$ cat config.mk
export PLATFORM = sky130hd
export DESIGN_NAME = instr_fetch_unit
export DESIGN_NICKNAME = d
export VERILOG_FILES = /design/src/rtl/instr_fetch_unit.sv
export SDC_FILE = /design/constraint.sdc
export NUM_CORES = 1
export LEC_CHECK = 0
export BUFFER_PORTS_ARGS = -buffer_cell sky130_fd_sc_hd__buf_2
export CAP_MARGIN = 20
export CORE_MARGIN = 2
export CORE_UTILIZATION = 52
export DETAILED_ROUTE_END_ITERATION = 6
export GPL_TIMING_DRIVEN = 0
export PLACE_DENSITY = 0.79
export SLEW_MARGIN = 20
export SYNTH_ARGS = -nofsm -noshare
export SYNTH_HDL_FRONTEND = slang
export SYNTH_SLANG_ARGS = --single-unit
$ cat constraint.sdc
create_clock -name clk -period 1.7 [get_ports clk]
set_input_delay 0.085 -clock clk [delete_from_list [all_inputs] [get_ports clk]]
set_output_delay 0.085 -clock clk [all_outputs]
set_load 0.02 [all_outputs]
$ cat src/rtl/instr_fetch_unit.sv
// Instruction fetch unit: the responder side of the control unit's fetch interface.
// Owns the program counter, memory address register, a one-word fetch buffer and the
// instruction register. It issues exactly one memory read per accepted fetch request.
//
// Optional feature: define FETCH_TIMEOUT_EN to abort a fetch that waits TIMEOUT cycles
// without read data. The abort clears IR, raises ready_flag and sets the sticky fetch_err.
// When the macro is undefined, the unit waits for read data indefinitely and fetch_err is 0.
//
// Ports:
//   clk, rst          clock; synchronous active-high reset
//   pc_en, pc_load    load PC with pc_load (takes priority over pc_inc)
//   pc_inc            increment PC, wrapping at 2^ADDR_W
//   mar_load          copy PC into MAR and start a fetch (accepted only when idle)
//   ir_load           move fetched word into IR
//   mem_rd_en         one-cycle read strobe; mem_addr carries MAR
//   mem_rdata         read data, sampled only while mem_rvalid is high in WAIT
//   mem_rvalid        read data valid
//   command_word      IR contents
//   ready_flag        IR holds the word from the latest completed fetch
//   pc_current_value  PC register
//   fetch_err         sticky timeout flag
module instr_fetch_unit #(
  parameter int unsigned ADDR_W  = 8,
  parameter int unsigned WORD_W  = 24,
  parameter int unsigned TIMEOUT = 15
) (
  input  logic              clk,
  input  logic              rst,
  input  logic              pc_en,
  input  logic [ADDR_W-1:0] pc_load,
  input  logic              pc_inc,
  input  logic              mar_load,
  input  logic              ir_load,
  output logic              mem_rd_en,
  output logic [ADDR_W-1:0] mem_addr,
  input  logic [WORD_W-1:0] mem_rdata,
  input  logic              mem_rvalid,
  output logic [WORD_W-1:0] command_word,
  output logic              ready_flag,
  output logic [ADDR_W-1:0] pc_current_value,
  output logic              fetch_err
);

  typedef enum logic [1:0] {StIdle, StReq, StWait, StFull} state_e;

  state_e            state_q, state_d;
  logic [ADDR_W-1:0] pc_q, pc_d;
  logic [ADDR_W-1:0] mar_q, mar_d;
  logic [WORD_W-1:0] buf_q, buf_d;
  logic              buf_vld_q, buf_vld_d;
  logic [WORD_W-1:0] ir_q, ir_d;
  logic              ready_q, ready_d;

`ifdef FETCH_TIMEOUT_EN
  localparam int unsigned CntW = (TIMEOUT < 2) ? 1 : $clog2(TIMEOUT);

  logic [CntW-1:0] cnt_q, cnt_d;
  logic            err_q, err_d;
  logic            timeout;

  // The counter sits at zero outside WAIT, so it is already clear on WAIT entry.
  assign cnt_d   = (state_q == StWait) ? cnt_q + 1'b1 : '0;
  // True on the TIMEOUT-th edge spent in WAIT.
  assign timeout = (state_q == StWait) && (cnt_q == CntW'(TIMEOUT - 1));

  always_ff @(posedge clk) begin
    if (rst) begin
      cnt_q <= '0;
      err_q <= 1'b0;
    end else begin
      cnt_q <= cnt_d;
      err_q <= err_d;
    end
  end

  assign fetch_err = err_q;
`else
  assign fetch_err = 1'b0;
`endif

  // Load beats increment when both are asserted.
  always_comb begin
    pc_d = pc_q;
    if (pc_en) begin
      pc_d = pc_load;
    end else if (pc_inc) begin
      pc_d = pc_q + 1'b1;
    end
  end

  always_comb begin
    state_d   = state_q;
    mar_d     = mar_q;
    buf_d     = buf_q;
    buf_vld_d = buf_vld_q;
    ir_d      = ir_q;
    ready_d   = ready_q;
    mem_rd_en = 1'b0;
`ifdef FETCH_TIMEOUT_EN
    err_d     = err_q;
`endif
    unique case (state_q)
      StIdle: begin
        if (mar_load) begin
          mar_d     = pc_q;
          ready_d   = 1'b0;
          buf_vld_d = 1'b0;
          state_d   = StReq;
        end
      end
      StReq: begin
        mem_rd_en = 1'b1;
        state_d   = StWait;
      end
      StWait: begin
        if (mem_rvalid) begin
          if (ir_load) begin
            // Bypass the buffer when the consumer is already waiting.
            ir_d    = mem_rdata;
            ready_d = 1'b1;
            state_d = StIdle;
          end else begin
            buf_d     = mem_rdata;
            buf_vld_d = 1'b1;
            state_d   = StFull;
          end
        end
`ifdef FETCH_TIMEOUT_EN
        else if (timeout) begin
          ir_d    = '0;
          ready_d = 1'b1;
          err_d   = 1'b1;
          state_d = StIdle;
        end
`endif
      end
      StFull: begin
        if (ir_load && buf_vld_q) begin
          ir_d      = buf_q;
          ready_d   = 1'b1;
          buf_vld_d = 1'b0;
          state_d   = StIdle;
        end
      end
      default: state_d = StIdle;
    endcase
  end

  always_ff @(posedge clk) begin
    if (rst) begin
      state_q   <= StIdle;
      pc_q      <= '0;
      mar_q     <= '0;
      buf_q     <= '0;
      buf_vld_q <= 1'b0;
      ir_q      <= '0;
      ready_q   <= 1'b0;
    end else begin
      state_q   <= state_d;
      pc_q      <= pc_d;
      mar_q     <= mar_d;
      buf_q     <= buf_d;
      buf_vld_q <= buf_vld_d;
      ir_q      <= ir_d;
      ready_q   <= ready_d;
    end
  end

  assign mem_addr         = mar_q;
  assign command_word     = ir_q;
  assign ready_flag       = ready_q;
  assign pc_current_value = pc_q;

endmodule

==> results.sh <==
export IMPL_worst_slack_ns=0.1095
export IMPL_required_ns=1.96
export IMPL_max_freq_mhz=628.7
export IMPL_slew_viol_final=0
export IMPL_cts_sink_count=68
export IMPL_synth_top_area_cell="dfxtp_1"
export IMPL_power_frac_seq=0.491
export IMPL_netlist_instances=346
export IMPL_first_pass_iters=4
export IMPL_synth_top_area_frac=0.4543
export IMPL_clock_power_share=0.366
export IMPL_worstSkewPairLatency_ns=0.34
export IMPL_die_w_um=79.91
export IMPL_outcome="finished clean"
export IMPL_hold_depth=3
export IMPL_slew_headroom=0.4931
export IMPL_die_area_um2=6386
export IMPL_cp_max_fo=17
export IMPL_drt_initial_drc_count=138
export IMPL_cp_arrival_ns=1.85
export IMPL_dp_worst_setup_slack_ns=0.03501
export IMPL_cts_setup_buffers=0
export IMPL_die_h_um=79.91
export IMPL_end_kind="flip-flop"
export IMPL_routabilityCongestion=0.7868
export IMPL_diodes=0
export IMPL_antenna_left=0
export IMPL_antenna_found_initial=0
export IMPL_p_per_area_nw_per_um2=891.3
export IMPL_critPathKind="reg2reg"
export IMPL_cts_root_buf="clkbuf_8"
export IMPL_synthMostInstantiatedCell="nand2_1"
export IMPL_grt_ovfl_total=0
export IMPL_nNetsFinal=493
export IMPL_core_um2=5540
export IMPL_ff2ff_setup_slack_ns=0.11
export IMPL_cts_htree_levels=3
export IMPL_grt_pass1_vias=2680
export IMPL_cts_path_max_buffers=2
export IMPL_syn_area_um2=2997
export IMPL_avgViaCountPerCell=5.366
export IMPL_netSwitchingPower_mw=0.9274
export IMPL_p_sw_frac=0.2692
export IMPL_drc=0
export IMPL_hp_class="in2reg"
export IMPL_ir_drop_uv=863.3
export IMPL_detail_route_wirelength_mm=7.414
export IMPL_p_leak_nw=1.569
export IMPL_p_int_mw=2.518
export IMPL_numCtsBuffers=9
export IMPL_combinationalPowerShare=0.143
export IMPL_r2r_start="state_q[0]"
export IMPL_ys_top_cells_by_count="nand2_1 (75), dfxtp_1 (68), a21oi_1 (52), nand3_1 (28), clkbuf_1 (22)"
export IMPL_wl_met3_um=547
export IMPL_finalSetupViolCount=0
export IMPL_syn_num_nets=386
export IMPL_dr_total_vias=2844
export IMPL_synth_flop_cell="dfxtp_1"
export IMPL_portBuffers=78
export IMPL_holdWs_ns=0.009536
export IMPL_rr_worst_depth=6
export IMPL_num_io_pins=82
export IMPL_final_core_util=0.6976
export IMPL_dr_max_layer_used="met4"
export IMPL_hp_start="mem_rdata[16]"
export IMPL_fin_crit_sh=0.9356
export IMPL_ys_seq_elements=68
export IMPL_synth_edff_count=0
export IMPL_dpl_cell_count=496
export IMPL_drive_above_1_share=0.2948
export IMPL_finClkSkew_ns=0.01010
export IMPL_grt_pass1_wl_mm=12.23
export IMPL_hold_viol=0
export IMPL_synth_async_reset_ratio=0
export IMPL_dp_final_hpwl_mm=5.070
export IMPL_avgSynthCellArea_um2=8.661
export IMPL_final_instance_count_excl_fill=530
export IMPL_cp_start_kind="flip-flop"
export IMPL_min_period_ns=1.591
export IMPL_yosysWarnings=0
export IMPL_wl_met1_mm=3.045
export IMPL_setup_tns_final_ns=0
export IMPL_start_util=0.5409
export IMPL_min_to="buf_q[16]"
export IMPL_clkTransAtPathRegs_ns=0.06
export IMPL_rr_endpoint="buf_q[13]"
export IMPL_cts_tree="built"
export IMPL_grt_max_degree=20
export IMPL_met2_length_mm=3.736
export IMPL_rows=27
export IMPL_track_usage=0.2491
export IMPL_ys_seq_area_frac=0.4543
export IMPL_maxCapViolCount=0
export IMPL_areaGrowthSynthToFinish_pct=28.98
export IMPL_yosysUniqueCellTypes=32
export IMPL_synth_area_leaders="dfxtp_1 (45%), a311oi_2 (10%), nand2_1 (9.4%), a21oi_1 (8.7%), nand3_1 (4.7%)"
export IMPL_wl_per_cell_um=13.99
export IMPL_rsz0062_at_grt="no"
export IMPL_worst_slew_pin_slew_ns=0.7603
[metrics by stage]
step	cell area, um^2	total power [mW]
final	3865	3.445
after global routing	3865	3.597
after CTS	3844	3.460
after detailed placement	3477	2.183
after global placement	3477	2.172
after floorplan	2997	2.020
[area by class of cell]
cell class	instances	area (um^2)
fill	476	1675
inverter	1	3.754
clock inverter	5	52.55
timing repair buffer	98	590.6
tap	72	90.09
buffer	34	181.4
multi-input combinational	241	1454
sequential	68	1361
clock buffer	11	131.4
[cells by family (layout without fill, tap and decap cells)]
group / after synthesis / count (layout) / share of synthesized area
fa+ha+maj: 1 / 1 / 0.004175
xor+xnor: 4 / 4 / 0.01169
mux: 12 / 12 / 0.04217
flops: 68 / 68 / 0.4543
other cells: 1 / 1 / 0.001251
compound gates: 88 / 88 / 0.2271
buf+inv: 37 / 149 / 0.06054
simple gates: 135 / 135 / 0.1987
[layer usage]
layer	vias up	global-route usage
li1	1429	-
met3	10	0.06335
met5	-	0
met2	99	0.4217
met1	1306	0.2991
met4	0	0.1034
[power groups by stage]
stage / Clock [mW] / Combinational [mW] / Sequential [mW]
CTS: 1.28 / 0.489 / 1.69
global route: 1.36 / 0.543 / 1.70
detailed placement: 0 / 0.457 / 1.73
floorplan: 0 / 0.251 / 1.77
finish: 1.26 / 0.494 / 1.69
global placement: 0 / 0.448 / 1.72
[cells in the final DEF (no fill, tap or decap), types with 2 or more instances in the layout]
cell	instances
or3_1	3
clkinv_2	3
dlygate4sd3_1	20
clkbuf_8	9
nor2b_1	2
a21oi_1	52
nand2_1	75
nor2_1	16
buf_2	84
dfxtp_1	68
mux2i_1	10
nand4_1	4
o21ai_0	4
clkbuf_2	7
clkbuf_1	16
a311oi_1	8
xor2_1	4
a211oi_1	3
buf_6	4
nand3_1	28
a311oi_2	20
[worst max-delay path by stage]
stage / to / slack [ns] / start
floorplan: pc_current_value[6] / 0.28 / pc_current_value[0]
global placement: command_word[18] / 0.09 / state_q[1]
detailed placement: command_word[16] / 0.04 / state_q[1]
CTS: command_word[16] / 0.02 / state_q[1]
global route: buf_q[13] / 0.004 / state_q[0]
finish: buf_q[13] / 0.11 / state_q[0]
[registers in the layout (all words and copies together), names as in the netlist]
name and flops:
pc_current_value 8, command_word 24, mem_addr 8, state_q 2, buf_q 24, buf_vld_q 1, ready_flag 1
[critical path: stages (launching register included)]
cell      delay (ns)
dfxtp_1         0.31
buf_6           0.15
nor4bb_1        0.28
clkbuf_1        0.28
buf_2           0.29
nand2_1         0.08
a21oi_1         0.13
[what timing repair did]
| item | 4_1_cts | 5_1_grt |
|---|---|---|
| resized for setup | 0 | 15 |
| pin swaps | 0 | 0 |
| endpoints found under the hold margin | 19 | 1 |
| hold buffers | 19 | 1 |
| endpoints found under the setup margin | 1 | 20 |
Note: power is estimated with default switching activity, not from simulation.
